==> config.mk <==
export PLATFORM = sky130hd
export DESIGN_NAME = ltc2324_acq_sequencer
export DESIGN_NICKNAME = d
export VERILOG_FILES = /design/src/rtl/ltc2324_acq_pkg.sv /design/src/rtl/ltc2324_acq_serializer.sv /design/src/rtl/ltc2324_acq_sequencer.sv
export SDC_FILE = /design/constraint.sdc
export NUM_CORES = 1
export LEC_CHECK = 0
export BUFFER_PORTS_ARGS = -buffer_cell sky130_fd_sc_hd__buf_2
export CAP_MARGIN = 20
export CORE_MARGIN = 10
export CORE_UTILIZATION = 40
export DETAILED_ROUTE_END_ITERATION = 10
export HOLD_SLACK_MARGIN = 0.1
export SKIP_LAST_GASP = 1
export SYNTH_ARGS = -nofsm -noshare
export SYNTH_HDL_FRONTEND = slang
export SYNTH_SLANG_ARGS = --single-unit
==> constraint.sdc <==
create_clock -name clk -period 4.9 [get_ports clk]
set_clock_uncertainty 0.1 [all_clocks]
set_input_delay 0.735 -clock clk [delete_from_list [all_inputs] [get_ports clk]]
set_output_delay 0.735 -clock clk [all_outputs]
set_load 0.05 [all_outputs]
==> src/rtl/ltc2324_acq_pkg.sv <==
// Shared types and constants for the LTC2324 acquisition sequencer.
// The optional latch-timeout feature is controlled by ACQ_LATCH_TIMEOUT_EN.
package ltc2324_acq_pkg;

  typedef enum logic [1:0] {
    IDLE  = 2'd0,
    RUN   = 2'd1,
    DRAIN = 2'd2
  } state_t;

  localparam int unsigned NCH_DEF      = 4;
  localparam int unsigned DATA_W_DEF   = 16;
  localparam int unsigned LATCH_OFFSET = 78;
  localparam int unsigned MIN_PERIOD   = 80;

  // Channel index width, never narrower than one bit.
  function automatic int unsigned chan_w(input int unsigned n);
    return (n > 1) ? $clog2(n) : 1;
  endfunction

endpackage

==> src/rtl/ltc2324_acq_serializer.sv <==
// Holding register plus word-at-a-time valid/ready streamer for one captured sample.
module ltc2324_acq_serializer
  import ltc2324_acq_pkg::*;
#(
  parameter int unsigned NCH    = NCH_DEF,
  parameter int unsigned DATA_W = DATA_W_DEF
) (
  input  logic                   clk,
  input  logic                   rst_n,
  input  logic                   flush,
  input  logic                   capture,
  input  logic [NCH*DATA_W-1:0]  ch_data,
  input  logic                   cap_last,
  input  logic                   hold_last,
  input  logic                   m_ready,
  output logic                   m_valid,
  output logic [DATA_W-1:0]      m_data,
  output logic [chan_w(NCH)-1:0] m_chan,
  output logic                   m_last,
  output logic                   full,
  output logic                   dropped_c
);

  localparam int unsigned CW = chan_w(NCH);

  logic [DATA_W-1:0] hold_q [NCH];
  logic              full_q;
  logic              tag_q;
  logic [CW-1:0]     idx_q;
  logic [CW-1:0]     nxt_c;
  logic              hs_c;
  logic              last_hs_c;
  logic              accept_c;

  assign nxt_c     = idx_q + CW'(1);
  assign hs_c      = m_valid && m_ready;
  assign last_hs_c = hs_c && (idx_q == CW'(NCH - 1));
  // The register frees on the final handshake, so a latch in that cycle still fits.
  assign accept_c  = capture && (!full_q || last_hs_c);
  assign dropped_c = capture && !accept_c;
  assign full      = full_q;

  always_ff @(posedge clk or negedge rst_n) begin
    if (!rst_n) begin
      for (int i = 0; i < NCH; i++) hold_q[i] <= '0;
      full_q  <= 1'b0;
      tag_q   <= 1'b0;
      idx_q   <= '0;
      m_valid <= 1'b0;
      m_data  <= '0;
      m_chan  <= '0;
      m_last  <= 1'b0;
    end else if (flush) begin
      full_q  <= 1'b0;
      tag_q   <= 1'b0;
      idx_q   <= '0;
      m_valid <= 1'b0;
      m_chan  <= '0;
      m_last  <= 1'b0;
    end else if (accept_c) begin
      for (int i = 0; i < NCH; i++) hold_q[i] <= ch_data[i*DATA_W +: DATA_W];
      full_q  <= 1'b1;
      tag_q   <= cap_last;
      idx_q   <= '0;
      m_valid <= 1'b1;
      m_data  <= ch_data[DATA_W-1:0];
      m_chan  <= '0;
      m_last  <= (NCH == 1) && cap_last;
    end else if (last_hs_c) begin
      full_q  <= 1'b0;
      idx_q   <= '0;
      m_valid <= 1'b0;
      m_chan  <= '0;
      m_last  <= 1'b0;
    end else if (hs_c) begin
      idx_q  <= nxt_c;
      m_data <= hold_q[nxt_c];
      m_chan <= nxt_c;
      m_last <= (nxt_c == CW'(NCH - 1)) && (tag_q || hold_last);
    end
  end

endmodule

==> src/rtl/ltc2324_acq_sequencer.sv <==
// LTC2324 acquisition controller: sync pacing, burst counting and sample streaming.
// Build with ACQ_LATCH_TIMEOUT_EN defined to enable the missing-latch timeout.
module ltc2324_acq_sequencer
  import ltc2324_acq_pkg::*;
#(
  parameter int unsigned CLK_PER_SAMPLE = 100,
  parameter int unsigned BURST_W        = 16,
  parameter int unsigned NCH            = NCH_DEF,
  parameter int unsigned DATA_W         = DATA_W_DEF
) (
  input  logic                   clk,
  input  logic                   rst_n,
  input  logic                   start,
  input  logic                   stop,
  input  logic [BURST_W-1:0]     burst_len,
  output logic                   sync,
  input  logic                   data_latch,
  input  logic [NCH*DATA_W-1:0]  ch_data,
  output logic                   m_valid,
  input  logic                   m_ready,
  output logic [DATA_W-1:0]      m_data,
  output logic [chan_w(NCH)-1:0] m_chan,
  output logic                   m_last,
  output logic                   busy,
  output logic                   overrun,
  input  logic                   clr_overrun,
  output logic                   err_timeout
);

  localparam int unsigned PW = $clog2(CLK_PER_SAMPLE);
  localparam logic [PW-1:0] RELOAD = PW'(CLK_PER_SAMPLE - 1);

  state_t             state_q, state_d;
  logic [PW-1:0]      period_q, period_d;
  logic [BURST_W-1:0] len_q, len_d;
  logic [BURST_W-1:0] issued_q, issued_d;
  logic [BURST_W-1:0] samples_q, samples_d;
  logic [BURST_W-1:0] samp_next_c;
  logic               stop_pend_q, stop_pend_d;
  logic               sync_q, sync_d;
  logic               busy_q;
  logic               latch_d1_q;
  logic               overrun_q;
  logic               latch_rise_c;
  logic               capture_c;
  logic               cap_last_c;
  logic               hold_last_c;
  logic               flush_c;
  logic               ser_full;
  logic               dropped_c;
`ifdef ACQ_LATCH_TIMEOUT_EN
  logic               err_q, err_d;
`endif

  assign latch_rise_c = data_latch && !latch_d1_q;
  assign capture_c    = latch_rise_c && (state_q != IDLE);
  assign samp_next_c  = samples_q + BURST_W'(1);
  // A sample is final if it completes a finite burst, or is the last one owed after a stop.
  assign cap_last_c   = ((len_q != '0) && (samp_next_c == len_q)) ||
                        (stop_pend_q && (samp_next_c == issued_q));
  assign hold_last_c  = stop_pend_q && (samples_q == issued_q);

  always_ff @(posedge clk or negedge rst_n) begin
    if (!rst_n) begin
      state_q     <= IDLE;
      period_q    <= '0;
      len_q       <= '0;
      issued_q    <= '0;
      samples_q   <= '0;
      stop_pend_q <= 1'b0;
      sync_q      <= 1'b0;
      busy_q      <= 1'b0;
`ifdef ACQ_LATCH_TIMEOUT_EN
      err_q       <= 1'b0;
`endif
    end else begin
      state_q     <= state_d;
      period_q    <= period_d;
      len_q       <= len_d;
      issued_q    <= issued_d;
      samples_q   <= samples_d;
      stop_pend_q <= stop_pend_d;
      sync_q      <= sync_d;
      busy_q      <= (state_d != IDLE);
`ifdef ACQ_LATCH_TIMEOUT_EN
      err_q       <= err_d;
`endif
    end
  end

  always_comb begin
    state_d     = state_q;
    period_d    = period_q;
    len_d       = len_q;
    issued_d    = issued_q;
    samples_d   = samples_q;
    stop_pend_d = stop_pend_q;
    sync_d      = 1'b0;
    flush_c     = 1'b0;
`ifdef ACQ_LATCH_TIMEOUT_EN
    err_d       = err_q;
`endif
    if (capture_c) samples_d = samp_next_c;

    unique case (state_q)
      IDLE: begin
        stop_pend_d = 1'b0;
        if (start && !stop) begin
          state_d   = RUN;
          len_d     = burst_len;
          issued_d  = BURST_W'(1);
          samples_d = '0;
          sync_d    = 1'b1;
          period_d  = RELOAD;
`ifdef ACQ_LATCH_TIMEOUT_EN
          err_d     = 1'b0;
`endif
        end
      end
      RUN: begin
        if (stop) stop_pend_d = 1'b1;
        if (period_q == '0) begin
          period_d = RELOAD;
`ifdef ACQ_LATCH_TIMEOUT_EN
          if (issued_q != samples_d) begin
            err_d   = 1'b1;
            flush_c = 1'b1;
            state_d = IDLE;
          end else
`endif
          if (((len_q != '0) && (issued_q == len_q)) || stop_pend_q || stop) begin
            state_d = DRAIN;
          end else begin
            sync_d   = 1'b1;
            issued_d = issued_q + BURST_W'(1);
          end
        end else begin
          period_d = period_q - PW'(1);
        end
      end
      DRAIN: begin
        period_d = (period_q == '0) ? RELOAD : period_q - PW'(1);
`ifdef ACQ_LATCH_TIMEOUT_EN
        if ((period_q == '0) && (issued_q != samples_d)) begin
          err_d   = 1'b1;
          flush_c = 1'b1;
          state_d = IDLE;
        end else
`endif
        if ((samples_q == issued_q) && !ser_full) state_d = IDLE;
      end
      default: state_d = IDLE;
    endcase
  end

  // Rising-edge history for data_latch and the sticky overrun flag (set wins over clear).
  always_ff @(posedge clk or negedge rst_n) begin
    if (!rst_n) begin
      latch_d1_q <= 1'b0;
      overrun_q  <= 1'b0;
    end else begin
      latch_d1_q <= data_latch;
      if (dropped_c)        overrun_q <= 1'b1;
      else if (clr_overrun) overrun_q <= 1'b0;
    end
  end

  ltc2324_acq_serializer #(
    .NCH    (NCH),
    .DATA_W (DATA_W)
  ) u_ser (
    .clk       (clk),
    .rst_n     (rst_n),
    .flush     (flush_c),
    .capture   (capture_c),
    .ch_data   (ch_data),
    .cap_last  (cap_last_c),
    .hold_last (hold_last_c),
    .m_ready   (m_ready),
    .m_valid   (m_valid),
    .m_data    (m_data),
    .m_chan    (m_chan),
    .m_last    (m_last),
    .full      (ser_full),
    .dropped_c (dropped_c)
  );

  assign sync    = sync_q;
  assign busy    = busy_q;
  assign overrun = overrun_q;
`ifdef ACQ_LATCH_TIMEOUT_EN
  assign err_timeout = err_q;
`else
  assign err_timeout = 1'b0;
`endif

endmodule

### Word level (Yosys, flattened, before mapping)

Index checks and enable logic that the tools add are counted.

| word-level totals | value |
|---|---|
| register bits after elaboration | 147 |
| output and inout bits | 24 |
| word-level logic and storage cells | 114 |

| operators by class | value |
|---|---|
| add/subtract/negate cells | 4 |
| order comparisons | 1 |
| eq/ne operators | 13 |
| muxes and demuxes | 37 |
| bitwise gates (word level) | 1 |
| reductions and logical operators | 39 |

Operators with widths:

| operator | count |
|---|---|
| 16-bit 2-to-1 mux | 11 |
| 16-bit equality test | 4 |
| 16-bit by 1-bit adder with 16-bit output, second input constant | 2 |
| 16-bit binary-select mux with 2-bit select | 1 |
| 16-bit one-hot mux with 2 select lines | 1 |
| 16-bit nonzero test | 1 |
| 2-bit 2-to-1 mux | 7 |
| 7-bit 2-to-1 mux | 2 |
| 7-bit one-hot mux with 2 select lines | 1 |
| 2-bit nonzero test | 7 |
| 1-bit logical AND | 13 |
| 1-bit 2-to-1 mux | 11 |
| 2-bit != test, second input constant | 5 |
| 2-bit AND reduction | 4 |
| 7-bit logical NOT | 1 |
| 7-bit by 1-bit subtractor with 7-bit output, second input constant | 1 |
| 2-bit equality test, second input constant | 3 |
| 2-bit one-hot mux with 3 select lines | 1 |
| 1-bit logical OR | 5 |
| 1-bit logical NOT | 4 |
| 1-bit one-hot mux with 2 select lines | 2 |
| 4-bit AND reduction | 1 |
| 3-bit >= comparator, second input constant | 1 |
| 2-bit NOT with 3-bit output | 1 |
| other kinds (5) | 5 |

### Longest topological paths before layout

Gate-level depths: netlist (run 1).

| depth | value |
|---|---|
| depth in word-level cells | 8 |
| mapped depth | 10 |

### Hierarchy

Synthesis (run 1) repeated with hierarchy kept, for this count alone.

| second synthesis, totals | value |
|---|---|
| cell total of the unflattened synthesis | 697 |
| area total of the unflattened synthesis | 8082.8 um^2 |

By module, submodules not included:

| module | times used | cells an instance | area each (um^2) |
|---|---|---|---|
| ltc2324_acq_sequencer | 1 | 461 | 4320.4 |
| ltc2324_acq_serializer | 1 | 236 | 3762.4 |

### Least setup slack after synthesis (run 1)

No wires, ideal clock.

| timing path | value |
|---|---|
| kind | register to register |
| start | register u_ser.idx_q[0] |
| end | register u_ser.m_data[7] |
| setup time | 0.141 ns |
| arrival time | 2.735 ns |
| required time | 4.659 ns |
| path slack | 1.924 ns |
| stages on the path, launching flop included | 10 |
| cell sequence | dfrtp_1 -> buf_2 -> buf_2 -> inv_1 -> ha_1 -> clkbuf_1 -> buf_1 -> mux4_2 -> nand2_1 -> a31oi_1 |

| between the ends | value |
|---|---|
| cells in the longest elaborated chain, start to end | 8 |
| elaborated cells on any way between the ends | 15 |
| those cells by class | 1 x add/sub; 2 x eq/ne; 6 x mux; 1 x bitwise; 5 x reduce/logical |

Ends and longest elaborated chain:

| item | RTL line | text |
|---|---|---|
| from (decl) | ltc2324_acq_serializer.sv:29 | `logic [CW-1:0] idx_q;` |
| from (signal assigned) | ltc2324_acq_serializer.sv:76 | `idx_q <= nxt_c;` |
| 2-bit by 1-bit adder with 2-bit output | ltc2324_acq_serializer.sv:35 | `assign nxt_c = idx_q + CW'(1);` |
| 2-bit NOT with 3-bit output (not written as such) | ltc2324_acq_serializer.sv:77 | `m_data <= hold_q[nxt_c];` |
| 16-bit binary-select mux with 2-bit select | ltc2324_acq_serializer.sv:77 |  |
| 16-bit 2-to-1 mux (not written as such) (2 in a row) | ltc2324_acq_serializer.sv:77 |  |
| 16-bit 2-to-1 mux | ltc2324_acq_serializer.sv:75 | `end else if (hs_c) begin` |
| 16-bit 2-to-1 mux | ltc2324_acq_serializer.sv:69 | `end else if (last_hs_c) begin` |
| 16-bit 2-to-1 mux | ltc2324_acq_serializer.sv:60 | `end else if (accept_c) begin` |
| to (signal assigned) | ltc2324_acq_serializer.sv:66 | `m_data <= ch_data[DATA_W-1:0];` |
| to (signal assigned) | ltc2324_acq_serializer.sv:77 |  |
| to (decl) | ltc2324_acq_serializer.sv:17 | `output logic [DATA_W-1:0] m_data,` |

Several ways; a longest one is shown, not always the timed one. The select of a mux whose other input is x is not followed.
A chain may end at the register's enable or synchronous reset.

### Worst setup path after layout (run 1)

| timing path | value |
|---|---|
| start | register state_q[0] |
| end | register u_ser.m_data[1] |

| between the ends | value |
|---|---|
| cells in the longest elaborated chain, start to end | 5 |
| elaborated cells on any way between the ends | 7 |
| those cells by class | 1 x eq/ne; 1 x mux; 5 x reduce/logical |

Ends and longest elaborated chain:

| item | RTL line | text |
|---|---|---|
| from (decl) | ltc2324_acq_sequencer.sv:33 | `state_t state_q, state_d;` |
| from (signal assigned) | ltc2324_acq_sequencer.sv:77 | `state_q <= state_d;` |
| 2-bit nonzero test (*) | ltc2324_acq_sequencer.sv:56 | `assign capture_c = latch_rise_c && (state_q != IDLE);` |
| 1-bit logical AND (*) | ltc2324_acq_sequencer.sv:56 |  |
| 1-bit logical AND (*) | ltc2324_acq_serializer.sv:39 | `assign accept_c = capture && (!full_q \|\| last_hs_c);` |
| 2-bit != test (no source line) or 2-bit nonzero test (tied branches) | - |  |
| 2-bit AND reduction (no source line) | - |  |

Mark *: on every way between the ends. The rest lies on a longest branch, timed or not.

==> results.py, run 1 <==
metrics = {
    "layout": {
        "diodes": 0,
        "regArea_um2": 3680,
        "nets": 1064,
        "drive_gt1_share_pct": 18.6,
        "fillers": 1895,
        "syn2layout_area_growth_pct": 17.1,
        "multi_input_area_um2": 3920,
    },
    "global_routing": {
        "grt_pass1_wl_um": 33700,
        "grt_pass1_vias": 6338,
        "antenna_found_initial": 1,
        "grt_use_total_pct": 16.1,
        "grt_overflow": 0,
        "grt_max_degree": 82,
    },
    "cts": {
        "postCtsResizedCells": 0,
        "cts.clk_slew.worst_paths_ns": 0.07,
        "cts_sinks": 147,
        "htreeDepth": 4,
        "worstSkewPairLatency_ns": 0.42,
        "numCtsBuffers": 17,
        "cts_tree": "done",
        "cts_setup_buffers": 0,
        "cts-root-buf": "clkbuf_16",
        "hold_buffers": 0,
        "cts_buffer_depth": 2,
    },
    "yosys": {
        "yosysUniqueCellTypes": 56,
        "ys_async_sr_fraction_pct": 100,
        "yosysTopAreaCell": "dfrtp_1",
        "ys_seq_elements": 147,
        "ys_seq_area_share_pct": 46.8,
        "synth_flop_cell": "dfrtp_1",
        "syn-num-nets": 985,
        "synth_area_per_cell_um2": 8.86,
        "synthesis.area_um2": 7870,
        "synthCells": 888,
        "synth_top_cell_area_share_pct": 46.8,
        "synthTopCellsByArea": "dfrtp_1, nand2_1, xnor2_1",
        "synth-edff-count": 0,
        "synth_warnings": 0,
    },
    "sta": {
        "tns_ns": 0,
        "worst-slew-pin-transition_ns": 1.06,
        "fin_crit_sh_pct": 60.8,
        "finalHoldViolations": 0,
        "timing_max_transition_violations_final": 0,
        "fin_hold_ws_ns": 0.268,
        "max_freq_mhz": 335,
        "finalCriticalPeriod_ns": 2.98,
        "slew_headroom_pct": 29.1,
        "final.setup.worst_slack_ns": 1.92,
        "rsz0062_at_grt": "no",
        "setup_violations": 0,
    },
    "detailed_routing": {
        "via_per_inst": 5.12,
        "drt_iter0_drc": 429,
        "antenna_left": 0,
        "via_count": 6376,
        "drc": 0,
        "first_pass_iters": 5,
        "routed_wl_um": 20600,
        "detail_route.wl_per_cell_um": 16.6,
    },
    "floorplan": {
        "die_w_um": 160,
        "num_io_pins": 111,
        "rows": 51,
        "die-area_um2": 25700,
        "initial_core_util_pct": 40.6,
        "fp.dieH_um": 160,
        "core_area_um2": 19400,
    },
    "power_and_ir_drop": {
        "ir_drop_v": 0.000276,
        "cellLeakagePower_uw": 0.00447,
        "power.total_uw": 5290,
        "power.density_nw_per_um2": 574,
    },
    "placed_design": {
        "detailedPlace.worstSlack_ns": 1.83,
        "gp_congestion": 0.862,
        "port_buffers": 109,
        "dp_hpwl_um": 14800,
    },
    "critical_path": {
        "arrival_ns": 3.22,
        "end_kind": "flip-flop",
        "r2r_slack_ns": 1.92,
        "start_kind": "flip-flop",
        "critPathKind": "flip-flop to flip-flop",
        "worstPathMaxFanout": 64,
        "worst_ep_required_time_ns": 5.13,
    },
    "flow_run": {
        "maxCapViolations": 0,
    },
    "min_path": {
        "min_path_type": "input port to async pin",
    },
    "run_status": {
        "outcome": "complete, no violations",
    },
}
## Yosys cell counts (4+ instances only)
cell type / n
a211oi_1: 5
ha_1: 10
o31ai_1: 9
dfrtp_1: 147
and3_1: 11
nand3_1: 14
mux2i_1: 7
xor2_1: 31
nor4_1: 14
inv_1: 10
a31oi_1: 18
buf_2: 18
buf_4: 4
o211ai_1: 4
nand4_1: 16
nor3b_1: 4
xnor2_1: 47
nand2b_1: 7
nor3_1: 7
buf_1: 6
mux4_2: 16
clkbuf_1: 29
nor2_1: 61
o22ai_1: 4
o21ai_0: 29
a21oi_1: 16
nand2_1: 300
## final timing paths
| path | from | endpoint | depth (start not counted) |
|---|---|---|---|
| worst min register to register | u_ser.hold_q[42] | u_ser.hold_q[42] | 2 |
| worst max register to register | state_q[0] | u_ser.m_data[1] | 7 |
| min in group clk | data_latch | latch_d1_q | 1 |
| max in group asynchronous | rst_n | len_q[12] | 2 |
| worst min-delay path | rst_n | u_ser.m_data[12] | 1 |
| worst max-delay path | state_q[0] | u_ser.m_data[1] | 7 |
## layout make-up
| class | instances | share of cell area (%) |
|---|---|---|
| clock buffers | 20 | 4.85 |
| clock inverters | 12 | 1.83 |
| inverters | 10 | 0.407 |
| multi-input cells | 673 | 42.5 |
| flip-flops and latches | 147 | 39.9 |
| well taps | 265 | 3.60 |
| repair buffers | 118 | 6.86 |
## per-layer routing
layer  vias up  track usage, %  part of all wire, %  routed length (µm)
met5         -               0                0.087                  18
met4         2            4.63                  1.2                 250
met3        16            4.27                  5.2                1070
met2       125            24.9                   48                9820
met1      3102            21.7                   46                9460
li1       3131               -                    -                   -
## cells in the final DEF, fill, tap and decap left out, drive strengths merged, types with 3 or more instances in the layout
cell | Yosys | final
buf | 28 | 118
nand3 | 14 | 14
nor3 | 7 | 7
bufinv | 0 | 3
nor2 | 64 | 64
or2 | 3 | 3
dfrtp | 147 | 147
nand4 | 17 | 17
nor3b | 4 | 4
xnor2 | 47 | 47
o31ai | 9 | 9
a21oi | 16 | 16
o22ai | 4 | 4
mux4 | 16 | 16
inv | 10 | 15
o21bai | 3 | 3
ha | 10 | 10
and3 | 11 | 11
o211ai | 4 | 4
o21ai | 31 | 31
nand2 | 300 | 300
a31oi | 18 | 18
nor4 | 16 | 16
nor2b | 3 | 3
xor2 | 31 | 31
and4 | 3 | 3
mux2i | 7 | 7
clkbuf | 30 | 20
a211oi | 5 | 5
nand2b | 7 | 7
## logic make-up (layout without fill, tap and decap cells)
group                      Yosys count  after routing  share of synthesized area, %
AOI/OAI and AO/OA                  101            101                          7.98
xor gates and xnor gates            78             78                          8.68
adders and majority gates           10             10                          1.59
buffers and inverters               68            160                          3.74
DFF                                147            147                          46.8
muxes                               25             25                          5.76
other                                1              1                        0.0477
and+or+nand+nor                    458            458                          25.4
## registers in the layout, indices dropped and copies added, names as in the netlist
signal	count
u_ser.m_data	16
u_ser.m_valid	1
overrun	1
period_q	7
issued_q	16
latch_d1_q	1
u_ser.m_last	1
u_ser.tag_q	1
state_q	2
sync	1
u_ser.idx_q	2
busy	1
stop_pend_q	1
len_q	16
samples_q	16
u_ser.hold_q	64
## where the power goes
group / internal [µW] / leakage [µW] / switching (µW) / total [µW]
combinational: 763 / 0.00231 / 1160 / 1920
clock: 827 / 0.000294 / 537 / 1360
sequential: 1650 / 0.00186 / 357 / 2000
## worst max-delay path: stages (launching register included)
cell and delay, ns:
dfrtp_1 0.37, inv_1 0.08, ha_1 0.27, or3b_1 0.81, a21oi_4 0.29, buf_4 0.58
nand2_1 0.15, a31oi_1 0.20
## through the flow
stage | cell area [µm²] | instances | utilization (%)
finish | 9210 | 1245 | 47.5
CTS | 9190 | 1244 | 47.4
global placement | 8580 | 1212 | 44.2
floorplan | 7870 | 888 | -
detailed placement | 8580 | 1212 | 44.2
global route | 9210 | 1245 | 47.5
Power figures use the tool's default switching activity.
==> run 2, diff against run 1 <==
==> constraint.sdc (replaced) <==
create_clock -name clk -period 2.8 [get_ports clk]
set_clock_uncertainty 0.1 [all_clocks]
set_input_delay 0.42 -clock clk [delete_from_list [all_inputs] [get_ports clk]]
set_output_delay 0.42 -clock clk [all_outputs]
set_load 0.05 [all_outputs]
==> run 2 against run 1 <==
  * Global-route usage grew 0.87 points
  * Sequential power grew 75%
  * Final area grew 8.2%
  * Worst hold slack lost 0.16 ns
  * Final cell count grew 6.7%
  * Register-to-register slack lost 1.7 ns
  * Critical path depth grew 1
  * Critical path type unchanged
  * Largest cell class unchanged
==> results.py, run 2 (same netlist as run 1, synthesis figures left out) <==
metrics = {
    "run_status": {
        "outcome": "complete, no violations",
    },
    "cts": {
        "cts_setup_buffers": 0,
        "cts_tree": "done",
        "cts-root-buf": "clkbuf_16",
        "worstSkewPairLatency_ns": 0.43,
        "cts.clk_slew.worst_paths_ns": 0.07,
        "cts_sinks": 147,
        "cts_buffer_depth": 2,
        "numCtsBuffers": 17,
        "htreeDepth": 4,
    },
    "critical_path": {
        "start_kind": "flip-flop",
        "end_kind": "flip-flop",
        "worstPathMaxFanout": 8,
        "arrival_ns": 2.81,
        "worst_ep_required_time_ns": 3.07,
        "critPathKind": "flip-flop to flip-flop",
    },
    "sta": {
        "worst-slew-pin-transition_ns": 0.788,
        "fin_crit_sh_pct": 90.6,
        "setup_violations": 0,
        "max_freq_mhz": 394,
        "finalHoldViolations": 0,
        "timing_max_transition_violations_final": 0,
        "finalCriticalPeriod_ns": 2.54,
        "slew_headroom_pct": 47.5,
        "rsz0062_at_grt": "no",
        "tns_ns": 0,
    },
    "floorplan": {
        "die_w_um": 160,
        "die-area_um2": 25700,
        "rows": 51,
        "initial_core_util_pct": 40.6,
        "num_io_pins": 111,
        "core_area_um2": 19400,
        "fp.dieH_um": 160,
    },
    "power_and_ir_drop": {
        "power.density_nw_per_um2": 926,
        "ir_drop_v": 0.000520,
        "cellLeakagePower_uw": 0.00482,
    },
    "layout": {
        "largest_reg_flops": 64,
        "nets": 1148,
        "drive_gt1_share_pct": 19.2,
        "final_common_cell": "nand2_1",
        "fillers": 1820,
        "top_register": "u_ser.hold_q",
        "mostFrequentLayoutCells": "nand2_1, dfrtp_1, buf_2",
        "fin_util_pct": 51.4,
        "diodes": 0,
        "syn2layout_area_growth_pct": 26.7,
    },
    "global_routing": {
        "grt_overflow": 0,
        "grt_pass1_wl_um": 35700,
        "grt_max_degree": 81,
        "grt_pass1_vias": 6853,
        "antenna_found_initial": 1,
        "grt_use_total_pct": 17.0,
    },
    "detailed_routing": {
        "drc": 0,
        "via_count": 6767,
        "antenna_left": 0,
        "drt_iter0_drc": 357,
        "first_pass_iters": 5,
        "detail_route.wl_per_cell_um": 16.3,
        "routed_wl_um": 21600,
        "via_per_inst": 5.09,
    },
    "flow_run": {
        "maxCapViolations": 0,
    },
    "placed_design": {
        "dp_hpwl_um": 15000,
        "port_buffers": 109,
        "gp_congestion": 0.942,
    },
    "min_path": {
        "min_path_type": "input port to flip-flop",
    },
}
==> run 2: cell types whose count changed in the layout (fill, tap and decap cells not counted), moves of 2 or more <==
cell	change
buf_4	+19
inv_8	+3
bufinv_16	-3
clkbuf_1	-2
dlygate4sd3_1	+65
==> run 2: final timing paths <==
| kind | start | endpoint | slack, ns | cells past startpoint |
|---|---|---|---|---|
| min | burst_len[4] | len_q[4] | 0.11 | 3 |
| max | samples_q[0] | u_ser.tag_q | 0.26 | 8 |
| min in group asynchronous | rst_n | u_ser.hold_q[45] | 0.51 | 2 |
| max reg2reg | samples_q[0] | u_ser.tag_q | 0.26 | 8 |
| min reg2reg | u_ser.hold_q[37] | u_ser.hold_q[37] | 0.37 | 2 |
| max in group asynchronous | rst_n | samples_q[13] | 1.38 | 3 |
==> run 2: critical path: stages (launching register included) <==
cell and delay [ns]:
dfrtp_1 0.46, ha_1 0.35, and4_1 0.33, nand2_1 0.15, xor2_1 0.16, a2111oi_0 0.50, nand4_1 0.16, nor2_1 0.12
a31o_1 0.15
==> run 2: stage by stage <==
stage | power [µW] | area (µm²) | setup WS, ns | instances | hold slack (ns)
floorplan | 5960 | 7870 | 0.116 | 888 | 0.0244
global placement | 6930 | 8730 | 0.295 | 1231 | 0.352
detailed placement | 6970 | 8730 | 0.290 | 1231 | 0.359
CTS | 9300 | 9960 | 0.279 | 1328 | 0.100
global route | 9860 | 9970 | 0.0598 | 1329 | 0.117
finish | 9230 | 9970 | 0.262 | 1329 | 0.110
==> run 2: power by group <==
part,switching (µW),internal (µW)
Clock,1020,1200
Combinational,2070,1430
Sequential,618,2880
==> run 2: cell type report <==
type | instances | area (µm²) | share of cell area [%]
clock buffer | 18 | 439 | 4.41
tap | 265 | 332 | 3.33
clock inverter | 14 | 135 | 1.36
multi-input combinational | 673 | 3920 | 39.3
timing repair buffer | 202 | 1430 | 14.3
sequential | 147 | 3680 | 36.9
inverter | 10 | 37.5 | 0.377
==> run 2: routing by layer <==
layer | share of wire (%) | GRT usage, %
met1 | 45 | 21.8
met2 | 47 | 27.4
met3 | 5.2 | 4.06
met4 | 2.1 | 5.88
met5 | 0.055 | 0
==> run 2: what timing repair did <==
| action | 4_1_cts | 5_1_grt |
|---|---|---|
| hold endpoints to repair | 127 | 0 |
| hold buffers | 65 | 0 |
| gates resized for setup | 0 | 0 |
